### config.mk
export PLATFORM = sky130hd
export DESIGN_NAME = block_tx_serializer_flat
export DESIGN_NICKNAME = d
export VERILOG_FILES = /design/src/rtl/ser_pkg.sv /design/src/rtl/block_tx_serializer_if.sv /design/src/rtl/blk_hold_reg.sv /design/src/rtl/block_tx_serializer.sv /design/src/flat_wrapper.sv
export SDC_FILE = /design/constraint.sdc
export NUM_CORES = 1
export LEC_CHECK = 0
export ABC_AREA = 1
export CAP_MARGIN = 40
export CORE_ASPECT_RATIO = 0.6
export CORE_MARGIN = 2
export CORE_UTILIZATION = 25
export DETAILED_ROUTE_END_ITERATION = 8
export PLACE_DENSITY = 0.42
export SETUP_SLACK_MARGIN = 0.05
export SLEW_MARGIN = 10
export SYNTH_ARGS = -nofsm -noshare
export SYNTH_HDL_FRONTEND = slang
export SYNTH_SLANG_ARGS = --single-unit
### constraint.sdc
create_clock -name sys_clk -period 4.6 [get_ports sys_clk]
set_input_delay 0.69 -clock sys_clk [delete_from_list [all_inputs] [get_ports sys_clk]]
set_output_delay 0.69 -clock sys_clk [all_outputs]
set_load 0.02 [all_outputs]
### src/rtl/ser_pkg.sv
// rtl/ser_pkg.sv - shared types, widths and helpers for the block tx serializer
package ser_pkg;

    typedef enum logic [2:0] {
        ST_IDLE,
        ST_SEND,
        ST_WAIT_BUSY,
        ST_WAIT_DONE,
        ST_GAP
    } ser_state_t;

    localparam int BLOCK_BYTES = 8;
    localparam int BYTE_W      = 8;
    localparam int BLOCK_W     = BLOCK_BYTES * BYTE_W;

    localparam logic [3:0] LAST_DATA_IDX = 4'(BLOCK_BYTES - 1);
    localparam logic [3:0] CSUM_IDX      = 4'(BLOCK_BYTES);

    function automatic logic [BYTE_W-1:0] block_xor(input logic [BLOCK_W-1:0] blk);
        logic [BYTE_W-1:0] acc;
        acc = '0;
        for (int i = 0; i < BLOCK_BYTES; i++) begin
            acc = acc ^ blk[i*BYTE_W +: BYTE_W];
        end
        return acc;
    endfunction

endpackage

### src/rtl/block_tx_serializer_if.sv
// rtl/block_tx_serializer_if.sv - block input and byte transmitter handshake bundle
interface block_tx_serializer_if;
    import ser_pkg::*;

    logic               blk_valid;
    logic [BLOCK_W-1:0] blk_data;
    logic               blk_ready;
    logic               tx_en;
    logic [BYTE_W-1:0]  tx_data;
    logic               tx_busy;
    logic               frame_done;
    logic               busy_err;

    modport master (
        output blk_valid, blk_data, tx_busy,
        input  blk_ready, tx_en, tx_data, frame_done, busy_err
    );

    modport slave (
        input  blk_valid, blk_data, tx_busy,
        output blk_ready, tx_en, tx_data, frame_done, busy_err
    );

endinterface

### src/rtl/blk_hold_reg.sv
// rtl/blk_hold_reg.sv - one-entry valid/ready pending block register
module blk_hold_reg
    import ser_pkg::*;
(
    input  logic               clk,
    input  logic               rst_n,
    input  logic               in_valid,
    input  logic [BLOCK_W-1:0] in_data,
    output logic               in_ready,
    input  logic               load,
    output logic               full,
    output logic [BLOCK_W-1:0] data
);

    // ready is kept as a register so it stays low through the reset edge
    always_ff @(posedge clk) begin
        if (!rst_n) begin
            full     <= 1'b0;
            in_ready <= 1'b0;
            data     <= '0;
        end else if (in_valid && in_ready) begin
            full     <= 1'b1;
            in_ready <= 1'b0;
            data     <= in_data;
        end else if (load && full) begin
            full     <= 1'b0;
            in_ready <= 1'b1;
        end else begin
            in_ready <= !full;
        end
    end

endmodule

### src/rtl/block_tx_serializer.sv
// rtl/block_tx_serializer.sv - serializes 64-bit blocks MSB-byte-first into a byte UART
// Optional SER_CHECKSUM_EN appends the XOR of the block bytes as a ninth byte.
module block_tx_serializer
    import ser_pkg::*;
#(
    parameter int GAP_CYCLES = 16,
    parameter int BUSY_WAIT  = 8
) (
    input  logic                 sys_clk,
    input  logic                 sys_rst_n,
    block_tx_serializer_if.slave bus
);

`ifdef SER_CHECKSUM_EN
    localparam int         SHIFT_W  = BLOCK_W + BYTE_W;
    localparam logic [3:0] LAST_IDX = CSUM_IDX;
`else
    localparam int         SHIFT_W  = BLOCK_W;
    localparam logic [3:0] LAST_IDX = LAST_DATA_IDX;
`endif

    localparam int              GAP_W    = (GAP_CYCLES > 1) ? $clog2(GAP_CYCLES) : 1;
    localparam logic [GAP_W-1:0] GAP_LAST = GAP_W'(GAP_CYCLES - 1);
    localparam logic [7:0]      BW_LAST  = 8'(BUSY_WAIT - 1);

    ser_state_t         state;
    logic [SHIFT_W-1:0] shift;
    logic [SHIFT_W-1:0] load_img;
    logic [SHIFT_W-1:0] shift_next;
    logic [3:0]         byte_idx;
    logic [7:0]         wait_cnt;
    logic [GAP_W-1:0]   gap_cnt;
    logic               tx_en_r;
    logic [BYTE_W-1:0]  tx_data_r;
    logic               frame_done_r;
    logic               busy_err_r;

    logic               pend_full;
    logic [BLOCK_W-1:0] pend_data;
    logic               pend_ready;
    logic               load;
    logic               byte_fin;
    logic               busy_timeout;

    blk_hold_reg u_hold (
        .clk      (sys_clk),
        .rst_n    (sys_rst_n),
        .in_valid (bus.blk_valid),
        .in_data  (bus.blk_data),
        .in_ready (pend_ready),
        .load     (load),
        .full     (pend_full),
        .data     (pend_data)
    );

`ifdef SER_CHECKSUM_EN
    assign load_img = {pend_data, block_xor(pend_data)};
`else
    assign load_img = pend_data;
`endif

    assign shift_next = {shift[SHIFT_W-BYTE_W-1:0], {BYTE_W{1'b0}}};
    assign load       = (state == ST_IDLE) && pend_full;

    always_comb begin
        busy_timeout = 1'b0;
        byte_fin     = 1'b0;
        if (state == ST_WAIT_BUSY && !bus.tx_busy && wait_cnt == BW_LAST) begin
            busy_timeout = 1'b1;
            byte_fin     = 1'b1;
        end
        if (state == ST_WAIT_DONE && !bus.tx_busy) begin
            byte_fin = 1'b1;
        end
    end

    // tx_en is raised on the edge that enters SEND so the pulse coincides with the SEND cycle
    always_ff @(posedge sys_clk) begin
        if (!sys_rst_n) begin
            state        <= ST_IDLE;
            shift        <= '0;
            byte_idx     <= '0;
            wait_cnt     <= '0;
            gap_cnt      <= '0;
            tx_en_r      <= 1'b0;
            tx_data_r    <= '0;
            frame_done_r <= 1'b0;
            busy_err_r   <= 1'b0;
        end else begin
            tx_en_r      <= 1'b0;
            frame_done_r <= 1'b0;

            unique case (state)
                ST_IDLE: begin
                    if (pend_full) begin
                        shift     <= load_img;
                        byte_idx  <= '0;
                        tx_en_r   <= 1'b1;
                        tx_data_r <= load_img[SHIFT_W-1 -: BYTE_W];
                        state     <= ST_SEND;
                    end
                end
                ST_SEND: begin
                    wait_cnt <= '0;
                    state    <= ST_WAIT_BUSY;
                end
                ST_WAIT_BUSY: begin
                    if (bus.tx_busy) begin
                        state <= ST_WAIT_DONE;
                    end else if (!busy_timeout) begin
                        wait_cnt <= wait_cnt + 8'd1;
                    end
                end
                ST_WAIT_DONE: begin
                end
                ST_GAP: begin
                    if (gap_cnt == GAP_LAST) begin
                        tx_en_r   <= 1'b1;
                        tx_data_r <= shift[SHIFT_W-1 -: BYTE_W];
                        state     <= ST_SEND;
                    end else begin
                        gap_cnt <= gap_cnt + 1'b1;
                    end
                end
                default: state <= ST_IDLE;
            endcase

            if (busy_timeout) begin
                busy_err_r <= 1'b1;
            end

            // a timed-out byte leaves through the same path as a normally completed one
            if (byte_fin) begin
                if (byte_idx == LAST_IDX) begin
                    frame_done_r <= 1'b1;
                    state        <= ST_IDLE;
                end else begin
                    shift    <= shift_next;
                    byte_idx <= byte_idx + 4'd1;
                    gap_cnt  <= '0;
                    if (GAP_CYCLES == 0) begin
                        tx_en_r   <= 1'b1;
                        tx_data_r <= shift_next[SHIFT_W-1 -: BYTE_W];
                        state     <= ST_SEND;
                    end else begin
                        state <= ST_GAP;
                    end
                end
            end
        end
    end

    assign bus.blk_ready  = pend_ready;
    assign bus.tx_en      = tx_en_r;
    assign bus.tx_data    = tx_data_r;
    assign bus.frame_done = frame_done_r;
    assign bus.busy_err   = busy_err_r;

endmodule

### src/flat_wrapper.sv
// flat-port wrapper written by rule: the top's interface ports become plain ports
module block_tx_serializer_flat import ser_pkg::*;
#(
    parameter int GAP_CYCLES = 16,
    parameter int BUSY_WAIT  = 8
)
  (sys_clk, sys_rst_n, bus_blk_valid, bus_blk_data, bus_tx_busy, bus_blk_ready, bus_tx_en, bus_tx_data, bus_frame_done, bus_busy_err);
  block_tx_serializer_if bus_i ();
  input  logic sys_clk;
  input  logic sys_rst_n;
  input wire logic [$bits(bus_i.blk_valid)-1:0] bus_blk_valid;
  input wire logic [$bits(bus_i.blk_data)-1:0] bus_blk_data;
  input wire logic [$bits(bus_i.tx_busy)-1:0] bus_tx_busy;
  output wire logic [$bits(bus_i.blk_ready)-1:0] bus_blk_ready;
  output wire logic [$bits(bus_i.tx_en)-1:0] bus_tx_en;
  output wire logic [$bits(bus_i.tx_data)-1:0] bus_tx_data;
  output wire logic [$bits(bus_i.frame_done)-1:0] bus_frame_done;
  output wire logic [$bits(bus_i.busy_err)-1:0] bus_busy_err;
  assign bus_i.blk_valid = bus_blk_valid;
  assign bus_i.blk_data = bus_blk_data;
  assign bus_i.tx_busy = bus_tx_busy;
  assign bus_blk_ready = bus_i.blk_ready;
  assign bus_tx_en = bus_i.tx_en;
  assign bus_tx_data = bus_i.tx_data;
  assign bus_frame_done = bus_i.frame_done;
  assign bus_busy_err = bus_i.busy_err;
  block_tx_serializer #(.GAP_CYCLES(GAP_CYCLES), .BUSY_WAIT(BUSY_WAIT)) u_core (.sys_clk(sys_clk), .sys_rst_n(sys_rst_n), .bus(bus_i));
endmodule
==> results of run 1 <==
[sequential cells by signal, summed over array words and instances (netlist names)]
name,flops
u_core.u_hold.full,1
u_core.wait_cnt,8
u_core.gap_cnt,4
u_core.u_hold.data,64
u_core.byte_idx,4
u_core.shift,64
u_core.state,3
u_core.bus.frame_done,1
u_core.bus.tx_data,8
u_core.bus.busy_err,1
u_core.u_hold.in_ready,1
u_core.bus.tx_en,1
[per-layer routing]
metal / GRT usage [%] / vias up
met1: 19.6 / 2685
met2: 17.7 / 96
met5: 0 / -
met3: 2.93 / 14
met4: 3.78 / 0
li1: - / 3372
[cell usage after synthesis]
master / n
nor2_2: 1
o31ai_1: 1
nand4_1: 13
xnor2_1: 1
dfxtp_1: 160
mux2i_1: 8
nor3_1: 2
or2_2: 2
a21boi_1: 1
buf_6: 6
nor3b_1: 1
nor2_1: 263
o21ai_0: 88
nand2_4: 1
buf_2: 18
nor2_4: 1
ha_1: 3
nand3_1: 27
clkbuf_1: 29
a31o_2: 1
xor2_1: 3
o21ai_1: 8
nand2_1: 313
a21oi_1: 22
o21bai_1: 2
nand2_2: 3
buf_1: 2
buf_4: 5
clkinv_1: 1
inv_1: 19
inv_2: 55
or2_4: 1
[worst paths after layout]
kind | slack [ps] | from | end
worst max-delay path | 2310 | u_core.state[2]$_SDFFE_PN0P_ | u_core.shift[7]$_SDFF_PN0_
worst min-delay path | 460 | u_core.bus.busy_err$_SDFFE_PN0N_ | u_core.bus.busy_err$_SDFFE_PN0N_
worst max register to register | 2310 | u_core.state[2]$_SDFFE_PN0P_ | u_core.shift[7]$_SDFF_PN0_
worst min register to register | 460 | u_core.bus.busy_err$_SDFFE_PN0N_ | u_core.bus.busy_err$_SDFFE_PN0N_
[cells by family (layout without fill, tap and decap cells)]
| group | after synthesis | after routing | share of synthesized area, % |
|---|---|---|---|
| DFF | 160 | 160 | 45.5 |
| AOI/OAI and AO/OA | 123 | 123 | 8.94 |
| muxes | 8 | 8 | 1.14 |
| buffers and inverters | 135 | 194 | 8.42 |
| adders and majority gates | 3 | 3 | 0.533 |
| xor gates and xnor gates | 4 | 4 | 0.498 |
| and+or+nand+nor | 628 | 628 | 35.0 |
[cell type report]
cell class	count	area, um^2	share of cell area [%]
multi-input combinational	766	3260	37.2
sequential	160	3200	36.5
timing repair buffer	87	881	10.0
clock buffer	22	464	5.28
tap	367	459	5.23
inverter	75	282	3.21
clock inverter	10	230	2.62
[worst reg2reg max path, cell delays in order, from the launching register on]
cell	delay (ps)
dfxtp_1	330
nor2_1	150
nand2_1	260
nor2_1	240
nand2_2	130
nand2_4	210
nand2_4	230
buf_16	280
nand2_2	270
nor2_1	80
[power groups by stage]
stage	sequential, mW	clock, mW	combinational [mW]
floorplan	1.60	0	0.438
global placement	1.61	0	0.644
detailed placement	1.60	0	0.645
CTS	1.57	1.73	0.648
global route	1.59	1.79	0.733
finish	1.57	1.69	0.633
[metrics by stage]
stage | util (%) | instance area, um^2 | instances
after CTS | 31.8 | 8780 | 1487
after global routing | 31.8 | 8780 | 1487
after detailed placement | 29.3 | 8090 | 1455
final | 31.8 | 8780 | 1487
after global placement | 29.1 | 8040 | 1453
after floorplan | - | 7040 | 1061
==> flow_metrics.env, run 1 <==
export IMPL_htree_levels=4
export IMPL_rsz0062_at_grt="no"
export IMPL_slowest_delay_ps=330
export IMPL_drt_met1_wl_um=10300
export IMPL_syn_area_mm2=0.00704
export IMPL_hpwl_um=12100
export IMPL_cts_sinks=160
export IMPL_fin_skew_ps=9.91
export IMPL_cp_start_kind="flop"
export IMPL_peakVddDrop_v=0.000195
export IMPL_internal_power_mw=2.83
export IMPL_grt_pass1_vias=5725
export IMPL_syn_inst=1061
export IMPL_post_place_ws_ps=1880
export IMPL_ys_ff_latch=160
export IMPL_ctsRootBufferMaster="clkbuf_16"
export IMPL_whs_ps=456
export IMPL_crit_family="simple AND/OR/NAND/NOR gates"
export IMPL_antenna_found_initial=0
export IMPL_ff2ff_path_depth=9
export IMPL_finalCriticalPeriod_ps=2290
export IMPL_pwr_share_clk_pct=43.3
export IMPL_maxCapViolCount=0
export IMPL_hold_viol_final=0
export IMPL_portBuffers=79
export IMPL_die_area_mm2=0.0296
export IMPL_clock_latency_ps=430
export IMPL_ant_nets=0
export IMPL_numCtsBuffers=17
export IMPL_fmax_mhz=437
export IMPL_grt_max_degree=76
export IMPL_drc=0
export IMPL_fp_dieH_um=134
export IMPL_status="complete, no violations"
export IMPL_max_clock_path_buffers=2
export IMPL_die_w_um=221
export IMPL_synthesis_nets=1132
export IMPL_synth_area_top_cells="dfxtp_1 45%, nand2_1 17%, nor2_1 14%"
export IMPL_ys_seq_area_share_pct=45.5
export IMPL_drt_iter0_drc=449
export IMPL_setup_slack_ps=2310
export IMPL_viasPerCell=4.15
export IMPL_drive_gt1_share_pct=9.46
export IMPL_cp_depth=9
export IMPL_crit_chain="nor2_1 -> nand2_1 -> nor2_1 -> nand2_2 -> nand2_4 -> nand2_4 -> buf_16 -> nand2_2 -> nor2_1"
export IMPL_ctsResizeCount=0
export IMPL_top_layer_used="met4"
export IMPL_gp_congestion=0.742
export IMPL_synth_top_area_share_pct=45.5
export IMPL_critical_path_class="reg -> reg"
export IMPL_nets=1178
export IMPL_grt_overflow_total=0
export IMPL_areaGrowthSynthToFinish_pct=24.7
export IMPL_grt_pass1_wl_um=30000
export IMPL_routed_wl_met3_um=723
export IMPL_cts_tree="built"
export IMPL_p_comb_share_pct=16.3
export IMPL_wl_per_cell_um=12.3
export IMPL_path_common_cell="nor2_1"
export IMPL_final_max_slew_violation_count=0
export IMPL_maxSlewHeadroom_pct=53.7
export IMPL_wl_met2_um=7120
export IMPL_timing_final_crit_share_pct=49.8
export IMPL_antenna_cells=0
export IMPL_ys_types=32
export IMPL_yosys_warnings=0
export IMPL_yosys_area_top_type="dfxtp_1"
export IMPL_wl_um=18300
export IMPL_path_clk_slew_ps=70
export IMPL_holdBufCountCts=0
export IMPL_nFillCells=3095
export IMPL_crit_slowest_cell="dfxtp_1"
export IMPL_cellLeakagePower_nw=3.99
export IMPL_worstPathArrival_ps=2610
export IMPL_whs_path_depth=2
export IMPL_p_seq_share_pct=40.4
export IMPL_postCtsSetupRepairBufs=0
export IMPL_boundaryPins=80
export IMPL_switching_share_pct=27.3
export IMPL_avgSynthCellArea_um2=6.64
export IMPL_power_total_mw=3.89
export IMPL_core_area_mm2=0.0276
export IMPL_initial_core_util_pct=25.5
export IMPL_vias=6167
export IMPL_cp_required_ps=4920
export IMPL_crit_buf_inv=1
export IMPL_cp_end_kind="flop"
export IMPL_finalSetupTns_ps=0
export IMPL_final_cell_mix="311 x nand2_1, 262 x nor2_1, 160 x dfxtp_1, 88 x o21ai_0, 78 x clkdlybuf4s50_1"
export IMPL_switching_power_mw=1.06
export IMPL_drtPass1Iterations=5
export IMPL_num_rows=47
export IMPL_grt_use_total_pct=12.9
export IMPL_final_common_cell="nand2_1"
export IMPL_p_per_area_mw_per_mm2=443
export IMPL_tightest_slew_ps=690
export IMPL_hold_class="reg -> reg"
export IMPL_crit_fanout=64
export IMPL_setup_viol=0
Power figures use the tool's default switching activity.
==> inputs of run 2 (changes only) <==
--- a/config.mk
+++ b/config.mk
@@ -11,7 +11,7 @@
 export CORE_MARGIN = 2
 export CORE_UTILIZATION = 25
 export DETAILED_ROUTE_END_ITERATION = 8
-export PLACE_DENSITY = 0.42
+export PLACE_DENSITY = 0.43
 export SETUP_SLACK_MARGIN = 0.05
 export SLEW_MARGIN = 10
 export SYNTH_ARGS = -nofsm -noshare
==> constraint.sdc (replaced) <==
create_clock -name sys_clk -period 1.9 [get_ports sys_clk]
set_input_delay 0.285 -clock sys_clk [delete_from_list [all_inputs] [get_ports sys_clk]]
set_output_delay 0.285 -clock sys_clk [all_outputs]
set_load 0.02 [all_outputs]
==> flow_metrics.env, run 2 (synthesized netlist as in run 1, its figures left out) <==
export IMPL_layout_cells_non_filler=1504
export IMPL_drt_iter0_drc=344
export IMPL_cp_end_kind="primary output"
export IMPL_gp_congestion=0.769
export IMPL_ant_nets=0
export IMPL_holdBufCountCts=0
export IMPL_status="complete, no violations"
export IMPL_grt_pass1_wl_um=30800
export IMPL_cts_tree="built"
export IMPL_cp_start_kind="flop"
export IMPL_setup_viol=0
export IMPL_met2_usage_pct=18.3
export IMPL_core_area_mm2=0.0276
export IMPL_crit_family="buffers and inverters"
export IMPL_grt_overflow_total=0
export IMPL_p_seq_share_pct=42.4
export IMPL_crit_chain="clkdlybuf4s50_1"
export IMPL_top_usage_layer="met1"
export IMPL_internal_power_mw=6.41
export IMPL_final_max_slew_violation_count=0
export IMPL_htree_levels=4
export IMPL_pwr_share_clk_pct=39.5
export IMPL_crit_slowest_cell="clkdlybuf4s50_1"
export IMPL_critical_path_class="reg -> out"
export IMPL_switching_power_mw=2.60
export IMPL_drc=0
export IMPL_finalCriticalPeriod_ps=1730
export IMPL_grt_max_degree=88
export IMPL_fin_skew_ps=11.4
export IMPL_cp_required_ps=1620
export IMPL_nets=1195
export IMPL_switching_share_pct=28.9
export IMPL_die_w_um=221
export IMPL_path_clk_slew_ps=70
export IMPL_use_met1_pct=20.1
export IMPL_finalSetupTns_ps=0
export IMPL_antenna_found_initial=0
export IMPL_maxSlewHeadroom_pct=70.6
export IMPL_antenna_cells=0
export IMPL_peakVddDrop_v=0.000494
export IMPL_wl_um=18400
export IMPL_timing_final_crit_share_pct=91.1
export IMPL_met3_usage_pct=3.38
export IMPL_crit_buf_inv=1
export IMPL_max_clock_path_buffers=2
export IMPL_hpwl_um=12600
export IMPL_grt_use_total_pct=13.2
export IMPL_numCtsBuffers=17
export IMPL_cts_sinks=160
export IMPL_drtPass1Iterations=5
export IMPL_ctsRootBufferMaster="clkbuf_16"
export IMPL_rsz0062_at_grt="no"
export IMPL_drive_gt1_share_pct=11.3
export IMPL_top_regs="u_core.shift x64, u_core.u_hold.data x64"
export IMPL_initial_core_util_pct=25.5
export IMPL_p_comb_share_pct=18.1
export IMPL_boundaryPins=80
export IMPL_cellLeakagePower_nw=4.07
export IMPL_place_inst=1472
export IMPL_final_common_cell="nand2_1"
export IMPL_portBuffers=79
export IMPL_clock_latency_ps=430
export IMPL_slowest_delay_ps=630
export IMPL_fmax_mhz=578
export IMPL_fp_dieH_um=134
export IMPL_vias=6196
export IMPL_wl_per_cell_um=12.3
export IMPL_hold_class="in -> reg"
export IMPL_power_total_mw=9.01
export IMPL_viasPerCell=4.12
export IMPL_die_area_mm2=0.0296
export IMPL_areaGrowthSynthToFinish_pct=26.6
export IMPL_hold_viol_final=0
export IMPL_num_rows=47
export IMPL_crit_fanout=2
export IMPL_final_cell_mix="311 x nand2_1, 261 x nor2_1, 159 x dfxtp_1, 88 x o21ai_0, 78 x clkdlybuf4s50_1"
export IMPL_tightest_slew_ps=436
export IMPL_p_per_area_mw_per_mm2=1010
export IMPL_maxCapViolCount=0
export IMPL_grt_pass1_vias=5903
export IMPL_postCtsSetupRepairBufs=0
export IMPL_worstPathArrival_ps=1450
[run 2: layout make-up]
class | instances | area [um^2]
Timing Repair Buffer | 104 | 1080
Inverter | 75 | 282
Fill cell | 3028 | 18700
Tap cell | 367 | 459
Sequential cell | 160 | 3200
Clock buffer | 24 | 512
Multi-Input combinational cell | 766 | 3280
Clock inverter | 8 | 100
[run 2: final timing paths]
check | startpoint | endpoint | slack, ps | depth (start not counted)
setup / recovery | u_core.u_hold.in_ready$_SDFF_PP0_ | bus_blk_ready | 170 | 1
hold reg to reg | u_core.bus.busy_err$_SDFFE_PN0N_ | u_core.bus.busy_err$_SDFFE_PN0N_ | 470 | 2
hold / removal | sys_rst_n | u_core.bus.tx_en$_SDFF_PN0_ | 310 | 3
setup reg to reg | u_core.wait_cnt[1]$_SDFFE_PN0P_ | u_core.shift[30]$_SDFF_PN0_ | 230 | 9
[run 2: through the flow]
stage | area [um^2] | worst slack, ps | util [%] | hold slack (ps)
6_report | 8920 | 169 | 32.3 | 309
3_3_place_gp | 8280 | 149 | 30.0 | 462
2_1_floorplan | 7040 | 331 | - | 429
3_5_place_dp | 8280 | 86.6 | 30.0 | 464
4_1_cts | 8900 | 103 | 32.2 | 319
5_1_grt | 8920 | 51.2 | 32.3 | 335
[run 2: tightest hold or removal path, cell delays in order]
cell    delay [ps]
buf_4          120
inv_1          150
nor2_1         140
[run 2: what timing repair did]
action,4_1_cts,5_1_grt
setup endpoints to repair,0,70
resized for setup,0,5
hold endpoints to repair,0,0
[run 2: metal layers]
layer  wire, um  part of all wire (%)  vias up
met1      10500                    57     2682
met3        782                   4.2       10
met4        161                  0.87        0
met5          0                     0        -
met2       6980                    38       90
li1           -                     -     3414
[run 2: power by group through the flow]
stage                     Sequential, mW  Clock (mW)  Combinational [mW]
after global placement              3.89           0                1.63
final                               3.82        3.56                1.64
after CTS                           3.82        3.66                1.65
after global routing                3.85        3.81                1.89
after detailed placement            3.89           0                1.64
after floorplan                     3.87           0                1.06
==> inputs of run 3 (changes only) <==
--- a/config.mk
+++ b/config.mk
@@ -5,13 +5,13 @@
 export SDC_FILE = /design/constraint.sdc
 export NUM_CORES = 1
 export LEC_CHECK = 0
-export ABC_AREA = 1
+export ABC_AREA = 0
 export CAP_MARGIN = 40
 export CORE_ASPECT_RATIO = 0.6
 export CORE_MARGIN = 2
 export CORE_UTILIZATION = 25
 export DETAILED_ROUTE_END_ITERATION = 8
-export PLACE_DENSITY = 0.43
+export PLACE_DENSITY = 0.44
 export SETUP_SLACK_MARGIN = 0.05
 export SLEW_MARGIN = 10
 export SYNTH_ARGS = -nofsm -noshare
==> flow_metrics.env, run 3 <==
export IMPL_status="complete, no violations"
export IMPL_worstPathArrival_ps=2110
export IMPL_synthesis_nets=872
export IMPL_drtPass1Iterations=7
export IMPL_num_rows=46
export IMPL_critical_path_class="reg -> reg"
export IMPL_initial_core_util_pct=25.2
export IMPL_p_per_area_mw_per_mm2=868
export IMPL_areaGrowthSynthToFinish_pct=33.1
export IMPL_final_common_cell="nand2_1"
export IMPL_final_max_slew_violation_count=0
export IMPL_viasPerCell=4.63
export IMPL_hpwl_um=12900
export IMPL_hold_class="in -> reg"
export IMPL_setup_viol=0
export IMPL_pwr_share_clk_pct=45.0
export IMPL_gp_congestion=0.760
export IMPL_htree_levels=4
export IMPL_synth_most_common_cell="nand2_1"
export IMPL_synth_area_top_cells="dfxtp_1 49%, nand2_1 15%, a311oi_1 6.6%"
export IMPL_cts_tree="built"
export IMPL_hold_start="bus_blk_data[16]"
export IMPL_yosys_area_top_type="dfxtp_1"
export IMPL_grt_pass1_wl_um=31100
export IMPL_synthArstFlopShare_pct=0
export IMPL_startpoint="u_core.wait_cnt[0]$_SDFFE_PN0P_"
export IMPL_cp_start_kind="flop"
export IMPL_top_regs="u_core.shift x64, u_core.u_hold.data x64"
export IMPL_met2_usage_pct=19.0
export IMPL_drc=0
export IMPL_clock_latency_ps=430
export IMPL_cp_end_kind="flop"
export IMPL_power_total_mw=7.63
export IMPL_p_comb_share_pct=8.8
export IMPL_syn_inst=801
export IMPL_grt_pass1_vias=5547
export IMPL_grt_max_degree=68
export IMPL_crit_chain="ha_4 -> nor4b_4 -> buf_4 -> a21oi_4 -> buf_4 -> nor3_1 -> a311oi_2"
export IMPL_cts_sinks=160
export IMPL_post_place_ws_ps=-89.6
export IMPL_boundaryPins=80
export IMPL_die_area_mm2=0.0278
export IMPL_met3_usage_pct=3.03
export IMPL_tightest_slew_ps=506
export IMPL_nets=949
export IMPL_ant_nets=0
export IMPL_rsz0062_at_grt="yes"
export IMPL_max_clock_path_buffers=2
export IMPL_drive_gt1_share_pct=13.1
export IMPL_final_cell_mix="267 x nand2_1, 155 x dfxtp_1, 79 x a21oi_1, 79 x clkdlybuf4s50_1, 60 x nor3_1"
export IMPL_finalCriticalPeriod_ps=1820
export IMPL_internal_power_mw=5.73
export IMPL_timing_final_crit_share_pct=95.6
export IMPL_peakVddDrop_v=0.000420
export IMPL_final_cell_area_mm2=0.00879
export IMPL_grt_use_total_pct=14.6
export IMPL_switching_share_pct=24.9
export IMPL_grt_overflow_total=0
export IMPL_avgSynthCellArea_um2=8.24
export IMPL_synth_main_ff_cell="dfxtp_1"
export IMPL_ys_ff_latch=160
export IMPL_holdBufCountCts=0
export IMPL_drt_iter0_drc=412
export IMPL_ys_top_cells_by_count="268 x nand2_1, 160 x dfxtp_1, 79 x a21oi_1, 60 x nor3_1, 50 x a311oi_1"
export IMPL_rr_startpoint="u_core.wait_cnt[0]$_SDFFE_PN0P_"
export IMPL_finalSetupTns_ps=0
export IMPL_numCtsBuffers=17
export IMPL_path_common_cell="buf_4"
export IMPL_crit_slowest_cell="nor3_1"
export IMPL_portBuffers=79
export IMPL_core_area_mm2=0.0262
export IMPL_cellLeakagePower_nw=2.82
export IMPL_die_w_um=214
export IMPL_antenna_found_initial=0
export IMPL_synth_top_area_share_pct=48.5
export IMPL_fp_dieH_um=130
export IMPL_syn_area_mm2=0.00660
export IMPL_synth_edf_count=0
export IMPL_yosys_warnings=0
export IMPL_use_met1_pct=23.2
export IMPL_cp_required_ps=2190
export IMPL_fin_skew_ps=10.6
export IMPL_wl_um=19900
export IMPL_vias=5797
export IMPL_p_seq_share_pct=46.2
export IMPL_ys_types=50
export IMPL_ys_seq_area_share_pct=48.5
export IMPL_antenna_cells=0
export IMPL_maxSlewHeadroom_pct=66.0
export IMPL_crit_fanout=5
export IMPL_wl_per_cell_um=15.9
export IMPL_maxCapViolCount=0
export IMPL_path_clk_slew_ps=70
export IMPL_hold_viol_final=0
export IMPL_ctsRootBufferMaster="clkbuf_16"
export IMPL_switching_power_mw=1.90
export IMPL_fmax_mhz=551
export IMPL_top_usage_layer="met1"
export IMPL_setup_slack_ps=84.2
export IMPL_dpl_cell_area_mm2=0.00803
export IMPL_slowest_delay_ps=410
## run 3: cell count changes after synthesis, sizes merged, moves of 57 or more
| cell | previous run | this run |
|---|---|---|
| nor3 | 2 | 60 |
| nor2 | 265 | 18 |
| inv | 74 | 3 |
| a21oi | 22 | 80 |
| o21ai | 96 | 6 |
| a311oi | 0 | 57 |
## run 3: area by class of cell
class / count / area, um^2
clock buffers: 22 / 484
repair buffers: 126 / 1350
fillers: 2786 / 17400
inverters: 3 / 13.8
clock inverters: 10 / 103
flip-flops and latches: 160 / 3210
multi-input cells: 570 / 3180
well taps: 360 / 450
## run 3: cells by family (layout without fill, tap and decap cells)
group,Yosys count,count (layout),share of synthesized area [%]
xor gates and xnor gates,6,6,0.796
AOI/OAI and AO/OA,169,170,18.1
DFF,160,160,48.5
adders and majority gates,3,3,0.569
and+or+nand+nor,383,383,25.8
muxes,8,8,1.21
buffers and inverters,72,161,5.00
## run 3: power groups by stage
stage / Combinational (mW) / Clock [mW] / Sequential (mW)
final: 0.671 / 3.43 / 3.52
after global routing: 0.742 / 3.68 / 3.54
after CTS: 0.675 / 3.54 / 3.52
after detailed placement: 0.667 / 0 / 3.60
after global placement: 0.668 / 0 / 3.59
after floorplan: 0.321 / 0 / 3.58
## run 3: what timing repair did
action | in CTS | in global routing
pin swaps | 1 | 1
gates cloned | 1 | 2
hold endpoints to repair | 0 | 0
gates resized for setup | 2 | 20
setup buffers | 3 | 0
setup endpoints to repair | 25 | 63
## run 3: metal layers
| metal | vias up | part of all wire, % |
|---|---|---|
| met1 | 2730 | 57 |
| li1 | 2957 | - |
| met5 | - | 0 |
| met2 | 96 | 38 |
| met4 | 0 | 0.82 |
| met3 | 14 | 3.9 |
## run 3: path summary, 6_finish.rpt
path | slack (ps) | to | cells past startpoint
worst max-delay path | 80 | u_core.shift[58]$_SDFF_PN0_ | 7
worst min-delay path | 400 | u_core.u_hold.data[16]$_SDFFE_PN0P_ | 3
worst max register to register | 80 | u_core.shift[58]$_SDFF_PN0_ | 7
worst min register to register | 450 | u_core.shift[4]$_SDFF_PN0_ | 2
## run 3: critical path: cells and delay by family, from the launching register on
family                     cells  cell delay [ps]
DFF                            1              360
adders and majority gates      1              160
buffers and inverters          2              360
and+or+nand+nor                2              590
AOI/OAI and AO/OA              2              200
## run 3: per-stage QoR
stage          hold slack, ps  instances  util [%]
2_1_floorplan             421        801         -
3_3_place_gp              443       1213      30.7
3_5_place_dp              448       1213      30.7
4_1_cts                   380       1249      33.0
5_1_grt                   395       1251      33.6
6_report                  395       1251      33.6
